[src/rtl/mc_controller_pkg.sv]
// Shared opcode/ALU encodings, FSM state type and instruction field helpers
// for the multi-cycle controller.
package mc_ctrl_pkg;

  localparam logic [3:0] OP_NOP   = 4'b0000;
  localparam logic [3:0] OP_MOV   = 4'b0010;
  localparam logic [3:0] OP_LOADI = 4'b0011;
  localparam logic [3:0] OP_ADD   = 4'b0100;
  localparam logic [3:0] OP_SUB   = 4'b0101;
  localparam logic [3:0] OP_JZ    = 4'b0110;
  localparam logic [3:0] OP_SHL   = 4'b0111;
  localparam logic [3:0] OP_STORE = 4'b1000;
  localparam logic [3:0] OP_JMP   = 4'b1010;
  localparam logic [3:0] OP_JN    = 4'b1011;
  localparam logic [3:0] OP_HALT  = 4'b1111;

  localparam logic [2:0] ALU_PASS = 3'b000;
  localparam logic [2:0] ALU_TEST = 3'b001;
  localparam logic [2:0] ALU_ADD  = 3'b010;
  localparam logic [2:0] ALU_SUB  = 3'b011;
  localparam logic [2:0] ALU_SHL  = 3'b100;

  typedef enum logic [3:0] {
    S_IDLE, S_FETCH, S_DECODE, S_IMM, S_RDA, S_LATCH,
    S_RDB, S_ALU, S_WB, S_BR, S_MEM, S_HALT
  } state_t;

  typedef enum logic [1:0] {BR_NONE, BR_ZERO, BR_NEG, BR_ALWAYS} br_cond_t;

  // Helpers work on a wide container so they serve any AW/RFA split.
  localparam int unsigned FW = 64;

  function automatic logic [FW-1:0] field_bits(input logic [FW-1:0] word,
                                               input int unsigned lsb,
                                               input int unsigned width);
    logic [FW-1:0] mask;
    mask = (FW'(1) << width) - FW'(1);
    return (word >> lsb) & mask;
  endfunction

  function automatic logic [3:0] opcode_of(input logic [FW-1:0] word, input int unsigned iw);
    return 4'(field_bits(word, iw - 4, 4));
  endfunction

  function automatic logic [FW-1:0] rd_of(input logic [FW-1:0] word,
                                          input int unsigned aw, input int unsigned rfa);
    return field_bits(word, aw, rfa);
  endfunction

  function automatic logic [FW-1:0] f_of(input logic [FW-1:0] word, input int unsigned aw);
    return field_bits(word, 0, aw);
  endfunction

  function automatic logic [FW-1:0] rs_of(input logic [FW-1:0] f,
                                          input int unsigned aw, input int unsigned rfa);
    return field_bits(f, aw - rfa, rfa);
  endfunction

endpackage

[src/rtl/mc_controller_if.sv]
// Controller-to-ROM/datapath bus; master is the controller side.
interface mc_controller_if #(
  parameter int AW  = 8,
  parameter int RFA = 4
);
  localparam int IW = 4 + RFA + AW;

  logic           start;
  logic [IW-1:0]  ir;
  logic           ir_valid;
  logic           alu_zero;
  logic           alu_neg;
  logic           ram_ready;
  logic           rom_en;
  logic [AW-1:0]  pc;
  logic           rf_en;
  logic           rf_we;
  logic [RFA-1:0] rf_sel;
  logic           reg_en;
  logic           alu_en;
  logic [2:0]     alu_op;
  logic           imm_en;
  logic [AW-1:0]  imm;
  logic           sel_mux;
  logic           ram_cs;
  logic           ram_wr;
  logic [AW-1:0]  ram_addr;
  logic           busy;
  logic           halted;
  logic           error;

  modport master (
    input  start, ir, ir_valid, alu_zero, alu_neg, ram_ready,
    output rom_en, pc, rf_en, rf_we, rf_sel, reg_en, alu_en, alu_op,
           imm_en, imm, sel_mux, ram_cs, ram_wr, ram_addr, busy, halted, error
  );

  modport slave (
    output start, ir, ir_valid, alu_zero, alu_neg, ram_ready,
    input  rom_en, pc, rf_en, rf_we, rf_sel, reg_en, alu_en, alu_op,
           imm_en, imm, sel_mux, ram_cs, ram_wr, ram_addr, busy, halted, error
  );
endinterface

[src/rtl/mc_controller_decode.sv]
// Opcode decoder: first micro-state, ALU operation and branch condition
// for each instruction; flags opcodes outside the instruction set.
module mc_decode
  import mc_ctrl_pkg::*;
(
  input  logic [3:0] opcode,
  output state_t     first,
  output logic [2:0] alu_op,
  output br_cond_t   br_cond,
  output logic       legal
);

  always_comb begin
    first   = S_FETCH;
    alu_op  = ALU_PASS;
    br_cond = BR_NONE;
    legal   = 1'b1;
    case (opcode)
      OP_LOADI: first = S_IMM;
      OP_ADD:   begin first = S_RDA; alu_op = ALU_ADD; end
      OP_SUB:   begin first = S_RDA; alu_op = ALU_SUB; end
      OP_MOV:   first = S_RDA;
      OP_SHL:   begin first = S_IMM; alu_op = ALU_SHL; end
      OP_JZ:    begin first = S_RDB; alu_op = ALU_TEST; br_cond = BR_ZERO; end
      OP_JN:    begin first = S_RDB; alu_op = ALU_TEST; br_cond = BR_NEG; end
      OP_JMP:   begin first = S_BR;  br_cond = BR_ALWAYS; end
      OP_STORE: first = S_RDB;
      OP_NOP:   first = S_FETCH;
      OP_HALT:  first = S_HALT;
      default:  legal = 1'b0;
    endcase
  end

endmodule

[src/rtl/mc_controller.sv]
// Multi-cycle fetch/decode/sequence controller for the simple processor.
// Define MC_ILLEGAL_TRAP_EN to halt with a sticky error on undefined opcodes.
module mc_controller
  import mc_ctrl_pkg::*;
#(
  parameter int AW  = 8,
  parameter int RFA = 4
) (
  input logic             clk,
  input logic             rst,
  mc_controller_if.master bus
);

  localparam int IW = 4 + RFA + AW;

  state_t         state, state_nx;
  logic [3:0]     op_q;
  logic [RFA-1:0] rd_q;
  logic [AW-1:0]  f_q;
  logic [AW-1:0]  pc_q;
  logic [AW-1:0]  imm_q;
  logic [RFA-1:0] rs;

  state_t         dec_first;
  logic [2:0]     dec_alu_op;
  br_cond_t       dec_br;
  logic           dec_legal;
  logic           br_taken;

  mc_decode u_decode (
    .opcode  (op_q),
    .first   (dec_first),
    .alu_op  (dec_alu_op),
    .br_cond (dec_br),
    .legal   (dec_legal)
  );

  assign rs = RFA'(rs_of(FW'(f_q), AW, RFA));

  always_comb begin
    case (dec_br)
      BR_ZERO:   br_taken = bus.alu_zero;
      BR_NEG:    br_taken = bus.alu_neg;
      BR_ALWAYS: br_taken = 1'b1;
      default:   br_taken = 1'b0;
    endcase
  end

  always_ff @(posedge clk or posedge rst) begin
    if (rst) begin
      state <= S_IDLE;
      pc_q  <= '0;
      imm_q <= '0;
      op_q  <= '0;
      rd_q  <= '0;
      f_q   <= '0;
    end else begin
      state <= state_nx;
      case (state)
        S_IDLE:   pc_q <= '0;
        S_FETCH:  if (bus.ir_valid) begin
                    op_q <= opcode_of(FW'(bus.ir), IW);
                    rd_q <= RFA'(rd_of(FW'(bus.ir), AW, RFA));
                    f_q  <= AW'(f_of(FW'(bus.ir), AW));
                  end
        S_DECODE: pc_q <= pc_q + AW'(1);
        S_IMM:    imm_q <= f_q;
        S_BR:     if (br_taken) pc_q <= f_q;
        default:  ;
      endcase
    end
  end

`ifdef MC_ILLEGAL_TRAP_EN
  logic error_q;
  always_ff @(posedge clk or posedge rst) begin
    if (rst)                                error_q <= 1'b0;
    else if (state == S_DECODE && !dec_legal) error_q <= 1'b1;
  end
  assign bus.error = error_q;
`else
  assign bus.error = 1'b0;
`endif

  assign bus.pc     = pc_q;
  assign bus.imm    = imm_q;
  assign bus.busy   = (state != S_IDLE) && (state != S_HALT);
  assign bus.halted = (state == S_HALT);

  // The micro-state successor depends on the latched opcode, so one state
  // (e.g. S_ALU) serves every instruction that passes through it.
  always_comb begin
    state_nx     = state;
    bus.rom_en   = 1'b0;
    bus.rf_en    = 1'b0;
    bus.rf_we    = 1'b0;
    bus.rf_sel   = '0;
    bus.reg_en   = 1'b0;
    bus.alu_en   = 1'b0;
    bus.alu_op   = ALU_PASS;
    bus.imm_en   = 1'b0;
    bus.sel_mux  = 1'b1;
    bus.ram_cs   = 1'b0;
    bus.ram_wr   = 1'b0;
    bus.ram_addr = '0;
    case (state)
      S_IDLE:   if (bus.start) state_nx = S_FETCH;
      S_FETCH: begin
        bus.rom_en = 1'b1;
        if (bus.ir_valid) state_nx = S_DECODE;
      end
      S_DECODE: begin
`ifdef MC_ILLEGAL_TRAP_EN
        state_nx = dec_legal ? dec_first : S_HALT;
`else
        state_nx = dec_first;
`endif
      end
      S_IMM: begin
        bus.imm_en = 1'b1;
        state_nx   = (op_q == OP_SHL) ? S_LATCH : S_ALU;
      end
      S_RDA: begin
        bus.rf_en  = 1'b1;
        bus.rf_sel = rs;
        state_nx   = (op_q == OP_ADD || op_q == OP_SUB) ? S_LATCH : S_ALU;
      end
      S_LATCH: begin
        bus.reg_en  = 1'b1;
        bus.sel_mux = (op_q != OP_SHL);
        state_nx    = S_RDB;
      end
      S_RDB: begin
        bus.rf_en  = 1'b1;
        bus.rf_sel = rd_q;
        state_nx   = S_ALU;
      end
      S_ALU: begin
        bus.alu_en  = 1'b1;
        bus.alu_op  = dec_alu_op;
        bus.sel_mux = (op_q != OP_LOADI);
        if (dec_br != BR_NONE)    state_nx = S_BR;
        else if (op_q == OP_STORE) state_nx = S_MEM;
        else                       state_nx = S_WB;
      end
      S_WB: begin
        bus.rf_en  = 1'b1;
        bus.rf_we  = 1'b1;
        bus.rf_sel = rd_q;
        state_nx   = S_FETCH;
      end
      S_BR:     state_nx = S_FETCH;
      S_MEM: begin
        bus.ram_cs   = 1'b1;
        bus.ram_wr   = 1'b1;
        bus.ram_addr = f_q;
        if (bus.ram_ready) state_nx = S_FETCH;
      end
      S_HALT:   state_nx = S_HALT;
      default:  state_nx = S_IDLE;
    endcase
  end

endmodule

[src/flat_wrapper.sv]
// flat-port wrapper written by rule: the top's interface ports become plain ports
module mc_controller_flat import mc_ctrl_pkg::*;
#(
  parameter int AW  = 8,
  parameter int RFA = 4
)
  (clk, rst, bus_start, bus_ir, bus_ir_valid, bus_alu_zero, bus_alu_neg, bus_ram_ready, bus_rom_en, bus_pc, bus_rf_en, bus_rf_we, bus_rf_sel, bus_reg_en, bus_alu_en, bus_alu_op, bus_imm_en, bus_imm, bus_sel_mux, bus_ram_cs, bus_ram_wr, bus_ram_addr, bus_busy, bus_halted, bus_error);
  mc_controller_if #(.AW(AW), .RFA(RFA)) bus_i ();
  input logic clk;
  input logic rst;
  input wire logic [$bits(bus_i.start)-1:0] bus_start;
  input wire logic [$bits(bus_i.ir)-1:0] bus_ir;
  input wire logic [$bits(bus_i.ir_valid)-1:0] bus_ir_valid;
  input wire logic [$bits(bus_i.alu_zero)-1:0] bus_alu_zero;
  input wire logic [$bits(bus_i.alu_neg)-1:0] bus_alu_neg;
  input wire logic [$bits(bus_i.ram_ready)-1:0] bus_ram_ready;
  output wire logic [$bits(bus_i.rom_en)-1:0] bus_rom_en;
  output wire logic [$bits(bus_i.pc)-1:0] bus_pc;
  output wire logic [$bits(bus_i.rf_en)-1:0] bus_rf_en;
  output wire logic [$bits(bus_i.rf_we)-1:0] bus_rf_we;
  output wire logic [$bits(bus_i.rf_sel)-1:0] bus_rf_sel;
  output wire logic [$bits(bus_i.reg_en)-1:0] bus_reg_en;
  output wire logic [$bits(bus_i.alu_en)-1:0] bus_alu_en;
  output wire logic [$bits(bus_i.alu_op)-1:0] bus_alu_op;
  output wire logic [$bits(bus_i.imm_en)-1:0] bus_imm_en;
  output wire logic [$bits(bus_i.imm)-1:0] bus_imm;
  output wire logic [$bits(bus_i.sel_mux)-1:0] bus_sel_mux;
  output wire logic [$bits(bus_i.ram_cs)-1:0] bus_ram_cs;
  output wire logic [$bits(bus_i.ram_wr)-1:0] bus_ram_wr;
  output wire logic [$bits(bus_i.ram_addr)-1:0] bus_ram_addr;
  output wire logic [$bits(bus_i.busy)-1:0] bus_busy;
  output wire logic [$bits(bus_i.halted)-1:0] bus_halted;
  output wire logic [$bits(bus_i.error)-1:0] bus_error;
  assign bus_i.start = bus_start;
  assign bus_i.ir = bus_ir;
  assign bus_i.ir_valid = bus_ir_valid;
  assign bus_i.alu_zero = bus_alu_zero;
  assign bus_i.alu_neg = bus_alu_neg;
  assign bus_i.ram_ready = bus_ram_ready;
  assign bus_rom_en = bus_i.rom_en;
  assign bus_pc = bus_i.pc;
  assign bus_rf_en = bus_i.rf_en;
  assign bus_rf_we = bus_i.rf_we;
  assign bus_rf_sel = bus_i.rf_sel;
  assign bus_reg_en = bus_i.reg_en;
  assign bus_alu_en = bus_i.alu_en;
  assign bus_alu_op = bus_i.alu_op;
  assign bus_imm_en = bus_i.imm_en;
  assign bus_imm = bus_i.imm;
  assign bus_sel_mux = bus_i.sel_mux;
  assign bus_ram_cs = bus_i.ram_cs;
  assign bus_ram_wr = bus_i.ram_wr;
  assign bus_ram_addr = bus_i.ram_addr;
  assign bus_busy = bus_i.busy;
  assign bus_halted = bus_i.halted;
  assign bus_error = bus_i.error;
  mc_controller #(.AW(AW), .RFA(RFA)) u_core (.clk(clk), .rst(rst), .bus(bus_i));
endmodule
[config.mk]
export PLATFORM = sky130hd
export DESIGN_NAME = mc_controller_flat
export DESIGN_NICKNAME = d
export VERILOG_FILES = /design/src/rtl/mc_controller_pkg.sv /design/src/rtl/mc_controller_if.sv /design/src/rtl/mc_controller_decode.sv /design/src/rtl/mc_controller.sv /design/src/flat_wrapper.sv
export SDC_FILE = /design/constraint.sdc
export NUM_CORES = 1
export LEC_CHECK = 0
export CORE_ASPECT_RATIO = 1.1
export CORE_MARGIN = 4
export CORE_UTILIZATION = 40
export DETAILED_ROUTE_END_ITERATION = 7
export MAX_ROUTING_LAYER = met4
export PLACE_DENSITY = 0.75
export SYNTH_ARGS = -nofsm -noshare
export SYNTH_HDL_FRONTEND = slang
export SYNTH_HIERARCHICAL = 1
export SYNTH_SLANG_ARGS = --single-unit
[constraint.sdc]
create_clock -name clk -period 2.8 [get_ports clk]
set_input_delay 0.56 -clock clk [delete_from_list [all_inputs] [get_ports clk]]
set_output_delay 0.56 -clock clk [all_outputs]
set_load 0.01 [all_outputs]
==> results.py, run 1 <==
metrics = {
    "pwr": {
        "p_leak_nw": 1.257,
        "p_per_area_mw_per_mm2": 1067,
        "power_mw": 3.278,
        "ir_drop_mv": 0.6254,
    },
    "cts": {
        "cts_tree": "yes",
        "cts_root_buffer": "clkbuf_8",
        "htree_levels": 2,
        "cts-buffers-inserted": 5,
        "cts.sinks": 36,
        "cts_buffer_depth": 2,
        "clock_latency_ps": 280,
        "clkTransAtPathRegs_ps": 80,
    },
    "setup_path": {
        "rr_startpoint": "u_core/op_q[3]",
        "r2r_end": "u_core/bus.pc[1]",
        "cp-end-kind": "output pin",
        "critPathKind": "reg2out",
        "start_kind": "flip-flop",
        "path_max_fanout": 11,
        "reg2reg_setup_slack_ps": 330,
        "worstPathRequired_ps": 2240,
        "arrival_ps": 2080,
        "r2r_cells": 6,
    },
    "drt": {
        "ant_nets": 0,
        "wirelength_um": 5838,
        "num_vias": 2020,
        "dr.first_iter.drc_count": 134,
        "drc": 0,
        "routed_via_density": 5.401,
        "wire_per_inst_um": 15.61,
        "firstDrtPassIters": 4,
    },
    "sta": {
        "slew_headroom_pct": 35.16,
        "worstMarginPinSlew_ps": 959.1,
        "setup_tns_ps": 0,
        "fin_crit_ps": 2636,
        "timing.fmax_mhz": 379.4,
        "slew_viol_final": 0,
        "finalCritPeriodShare_pct": 94.14,
        "rsz0062_at_grt": "no",
        "setup_viol": 0,
        "skew_ps": 10.19,
        "hold_viol": 0,
    },
    "global_route": {
        "grt-ovfl-total": 0,
        "first_global_vias": 1873,
        "grt.total_usage_pct": 17.83,
        "grt_max_degree": 37,
        "grt_pass1_wl_um": 9342,
        "antenna_found_initial": 0,
    },
    "cells_and_area": {
        "syn2layout_area_growth_pct": 38.72,
        "finalNetCount": 322,
        "antenna_cells": 0,
        "layout-drive-gt1-share_pct": 19.40,
    },
    "die": {
        "core.rowCount": 28,
        "initial_core_util_pct": 41.29,
        "io_pins": 66,
        "die-area_sq_mm": 0.006789,
        "fp.dieW_um": 78.93,
        "coreArea_sq_mm": 0.005360,
        "die_h_um": 86.02,
    },
    "place": {
        "io_buffers": 64,
        "globalplace.congestion": 0.9083,
        "dp_hpwl_um": 4337,
    },
    "outcome": {
        "status": "completed",
    },
    "logic_synthesis": {
        "synthCells": 230,
        "avgSynthCellArea_sq_um": 9.623,
        "synth_nets": 254,
        "synth_warnings": 6,
        "synth.cell_area_sq_mm": 0.002213,
    },
    "worst_hold_path": {
        "hold_end": "u_core/bus.imm[0]",
        "hold_class": "reg2reg",
        "hold_depth": 1,
        "hp-start": "u_core/bus.imm[0]",
    },
    "run": {
        "maxCapViolCount": 0,
    },
}
## worst max-delay path by stage
| stage | startpoint | to | slack, ps | cells past startpoint |
|---|---|---|---|---|
| floorplan | u_core/state[3] | bus_ram_addr[0] | 500 | 5 |
| global placement | u_core/state[2] | bus_rf_sel[2] | 320 | 5 |
| detailed placement | bus_alu_neg | u_core/bus.pc[0] | 320 | 5 |
| CTS | u_core/state[3] | bus_ram_addr[0] | 10 | 6 |
| global route | u_core/state[1] | bus_sel_mux | 20 | 5 |
| finish | u_core/state[1] | bus_sel_mux | 160 | 5 |
## metal layers
layer / up-vias / wire, um / GRT usage, %
li1: 965 / - / -
met1: 964 / 2553 / 22.96
met2: 81 / 2892 / 27.72
met3: 10 / 275 / 3.992
met4: 0 / 116 / 6.250
met5: - / 0 / -
## repair_timing
action / 4_1_cts / 5_1_grt
endpoints found under the setup margin: 1 / 12
hold buffers: 0 / 0
setup buffers: 0 / 3
pin swaps: 0 / 0
gates resized for setup: 1 / 3
## cell usage in the layout, fill, tap and decap left out, types with 2 or more instances in the layout
| master | n |
|---|---|
| nor3_2 | 2 |
| o21ai_0 | 9 |
| nand2b_1 | 5 |
| nor4b_1 | 2 |
| and2_1 | 13 |
| nor2b_1 | 3 |
| nor3_1 | 2 |
| o31ai_1 | 7 |
| buf_4 | 14 |
| or2_2 | 2 |
| o22ai_1 | 2 |
| a21o_1 | 2 |
| and3_1 | 3 |
| dfrtp_2 | 3 |
| nor2_1 | 20 |
| nor4_1 | 5 |
| nand2_1 | 10 |
| mux2_2 | 25 |
| a22oi_1 | 4 |
| o21ai_1 | 4 |
| clkdlybuf4s50_1 | 64 |
| clkbuf_8 | 5 |
| dfrtp_1 | 33 |
| xnor2_1 | 2 |
| mux2_4 | 2 |
| a21oi_1 | 12 |
| mux2i_1 | 2 |
| inv_1 | 7 |
| a31oi_1 | 2 |
| nor3b_1 | 7 |
| nand3_1 | 3 |
## stage by stage
step / hold slack (ps) / worst slack [ps] / cell area, sq um / util, % / instances
floorplan: 479.9 / 504.2 / 2213 / - / 230
global placement: 487.2 / 317.3 / 2937 / 54.79 / 363
detailed placement: 499.6 / 323.8 / 2937 / 54.79 / 363
CTS: 516.4 / 10.45 / 3044 / 56.79 / 371
global route: 529.8 / 24.25 / 3070 / 57.28 / 374
finish: 513.8 / 164.2 / 3070 / 57.28 / 374
## layout make-up
class / count / area, sq um
Clock inverter: 2 / 35.03
Fill cell: 458 / 2290
Multi-Input combinational cell: 170 / 1192
Sequential cell: 36 / 904.6
Timing Repair Buffer: 78 / 745.7
Clock buffer: 6 / 72.57
Tap cell: 75 / 93.84
Inverter: 7 / 26.28
## worst max-delay path, stage by stage, from the launching register on
cell	delay, ps
dfrtp_2	480
nor3b_1	260
and2_1	190
mux2i_1	80
or3_1	310
clkdlybuf4s50_1	480
## flip-flops by register name, summed over array words and instances, names as in the netlist
name,count
u_core/bus.pc,8
u_core/op_q,4
u_core/state,4
u_core/bus.imm,8
u_core/rd_q,4
u_core/f_q,8
## power breakdown
group          switching, mW  internal, mW  total (mW)
Combinational          0.817         0.939        1.76
Sequential             0.314         0.756        1.07
Clock                  0.187         0.264       0.451
Note: power is estimated with default switching activity, not from simulation.
==> inputs of run 2 (changes only) <==
--- a/config.mk
+++ b/config.mk
@@ -5,7 +5,7 @@
 export SDC_FILE = /design/constraint.sdc
 export NUM_CORES = 1
 export LEC_CHECK = 0
-export CORE_ASPECT_RATIO = 1.1
+export CORE_ASPECT_RATIO = 1.2
 export CORE_MARGIN = 4
 export CORE_UTILIZATION = 40
 export DETAILED_ROUTE_END_ITERATION = 7
==> results.py, run 2 (same netlist as run 1, synthesis figures left out) <==
metrics = {
    "pwr": {
        "p_leak_nw": 1.261,
        "p_per_area_mw_per_mm2": 1058,
        "ir_drop_mv": 0.5790,
    },
    "die": {
        "coreArea_sq_mm": 0.005334,
        "die-area_sq_mm": 0.006792,
        "core.rowCount": 29,
        "io_pins": 66,
        "fp.dieW_um": 75.91,
        "die_h_um": 89.49,
        "initial_core_util_pct": 41.50,
    },
    "cts": {
        "cts_tree": "yes",
        "hold_buffers": 0,
        "htree_levels": 2,
        "clkTransAtPathRegs_ps": 80,
        "cts_root_buffer": "clkbuf_8",
        "cts_buffer_depth": 2,
        "cts.sinks": 36,
        "cts-buffers-inserted": 5,
        "clock_latency_ps": 290,
    },
    "drt": {
        "firstDrtPassIters": 4,
        "wirelength_um": 5879,
        "met2_length_um": 2941,
        "routed_via_density": 5.558,
        "drt-met1-wl_um": 2547,
        "top_layer_used": "met4",
        "drc": 0,
        "num_vias": 2012,
        "dr_wl_met3_um": 315,
        "dr.first_iter.drc_count": 132,
        "ant_nets": 0,
        "wire_per_inst_um": 16.24,
    },
    "sta": {
        "worstMarginPinSlew_ps": 517.0,
        "timing.fmax_mhz": 374.9,
        "slew_viol_final": 0,
        "holdWs_ps": 517.4,
        "finalCritPeriodShare_pct": 95.25,
        "fin_crit_ps": 2667,
        "setup_viol": 0,
        "hold_viol": 0,
        "slew_headroom_pct": 65.40,
        "setup_tns_ps": 0,
        "skew_ps": 6.300,
        "rsz0062_at_grt": "no",
    },
    "global_route": {
        "grt.total_usage_pct": 16.86,
        "grt_max_degree": 37,
        "grt_pass1_wl_um": 8921,
        "antenna_found_initial": 0,
        "first_global_vias": 1867,
        "grt-ovfl-total": 0,
    },
    "setup_path": {
        "reg2reg_setup_slack_ps": 370,
        "cp-end-kind": "output pin",
        "arrival_ps": 2110,
        "worstPathRequired_ps": 2240,
        "path_max_fanout": 9,
        "start_kind": "flip-flop",
        "critPathKind": "reg2out",
    },
    "place": {
        "globalplace.congestion": 0.8308,
        "io_buffers": 64,
        "dp_hpwl_um": 4318,
    },
    "cells_and_area": {
        "mostFrequentLayoutCells": "clkdlybuf4s50_1 (64), dfrtp_1 (34), mux2_2 (25), nor2_1 (20), buf_4 (15)",
        "nFillCells": 467,
        "syn2layout_area_growth_pct": 37.99,
        "antenna_cells": 0,
        "regArea_sq_um": 903.4,
        "layout-drive-gt1-share_pct": 20.00,
        "multi_input_area_sq_mm": 0.001197,
        "final_common_cell": "clkdlybuf4s50_1",
        "final_util_pct": 57.26,
        "finalNetCount": 323,
    },
    "run": {
        "maxCapViolCount": 0,
    },
    "outcome": {
        "status": "completed",
    },
    "worst_hold_path": {
        "hold_class": "reg2reg",
    },
}
==> run 2: cell count changes in the layout (fill, tap and decap cells not counted), sizes merged <==
cell,previous run,this run
buf,14,15
inv,7,8
bufinv,1,0
==> run 2: metal layers <==
layer / global-route usage (%) / vias to the layer above
li1: - / 968
met1: 20.31 / 970
met2: 28.27 / 66
met3: 3.931 / 8
met4: 5.016 / 0
met5: - / -
==> run 2: area by class of cell <==
| class | instances | area share, % |
|---|---|---|
| Inverter | 7 | 0.8603 |
| Sequential cell | 36 | 29.58 |
| Tap cell | 62 | 2.540 |
| Clock inverter | 2 | 0.4506 |
| Clock buffer | 6 | 2.704 |
| Multi-Input combinational cell | 170 | 39.21 |
| Timing Repair Buffer | 79 | 24.66 |
==> run 2: report_power, final <==
part / total (mW) / leakage, nW / switching [mW] / internal, mW
Combinational: 1.79 / 0.764 / 0.844 / 0.947
Clock: 0.399 / 0.0516 / 0.198 / 0.201
Sequential: 1.04 / 0.445 / 0.286 / 0.755
Total: 3.23 / 1.26 / 1.33 / 1.90
==> run 2: worst max-delay path: stages, from the launching register on <==
cell	delay (ps)
dfrtp_2	480
nand3b_1	210
nor2_1	240
mux2i_1	100
or3_1	300
clkdlybuf4s50_1	490
==> run 2: what timing repair did <==
item	CTS	global route
setup endpoints to repair	4	10
setup buffers	0	3
gates resized for setup	2	2
==> run 2: final timing paths <==
kind                                    from           endpoint  cells after the start
setup reg to reg              u_core/op_q[2]   u_core/bus.pc[0]                      6
max in group asynchronous                rst    u_core/state[1]                      3
hold reg to reg            u_core/bus.imm[3]  u_core/bus.imm[3]                      1
min in group asynchronous                rst  u_core/bus.imm[2]                      3
hold / removal             u_core/bus.imm[3]  u_core/bus.imm[3]                      1
setup / recovery             u_core/state[3]        bus_sel_mux                      5
==> run 2: metrics by stage <==
| stage | power, mW | cells | worst slack, ps | cell area (sq um) |
|---|---|---|---|---|
| 2_1_floorplan | 2.128 | 230 | 504.2 | 2213 |
| 3_3_place_gp | 2.746 | 351 | 298.8 | 2928 |
| 3_5_place_dp | 2.782 | 351 | 266.6 | 2928 |
| 4_1_cts | 3.191 | 359 | 47.62 | 3025 |
| 5_1_grt | 3.448 | 362 | 0.5438 | 3054 |
| 6_report | 3.231 | 362 | 132.9 | 3054 |
==> inputs of run 3 (changes only) <==
--- a/config.mk
+++ b/config.mk
@@ -8,6 +8,7 @@
 export CORE_ASPECT_RATIO = 1.2
 export CORE_MARGIN = 4
 export CORE_UTILIZATION = 40
+export CTS_CLUSTER_DIAMETER = 150
 export DETAILED_ROUTE_END_ITERATION = 7
 export MAX_ROUTING_LAYER = met4
 export PLACE_DENSITY = 0.75
==> results of run 3 <==
The final DEF is identical to that of run 2; final timing and power are the same.
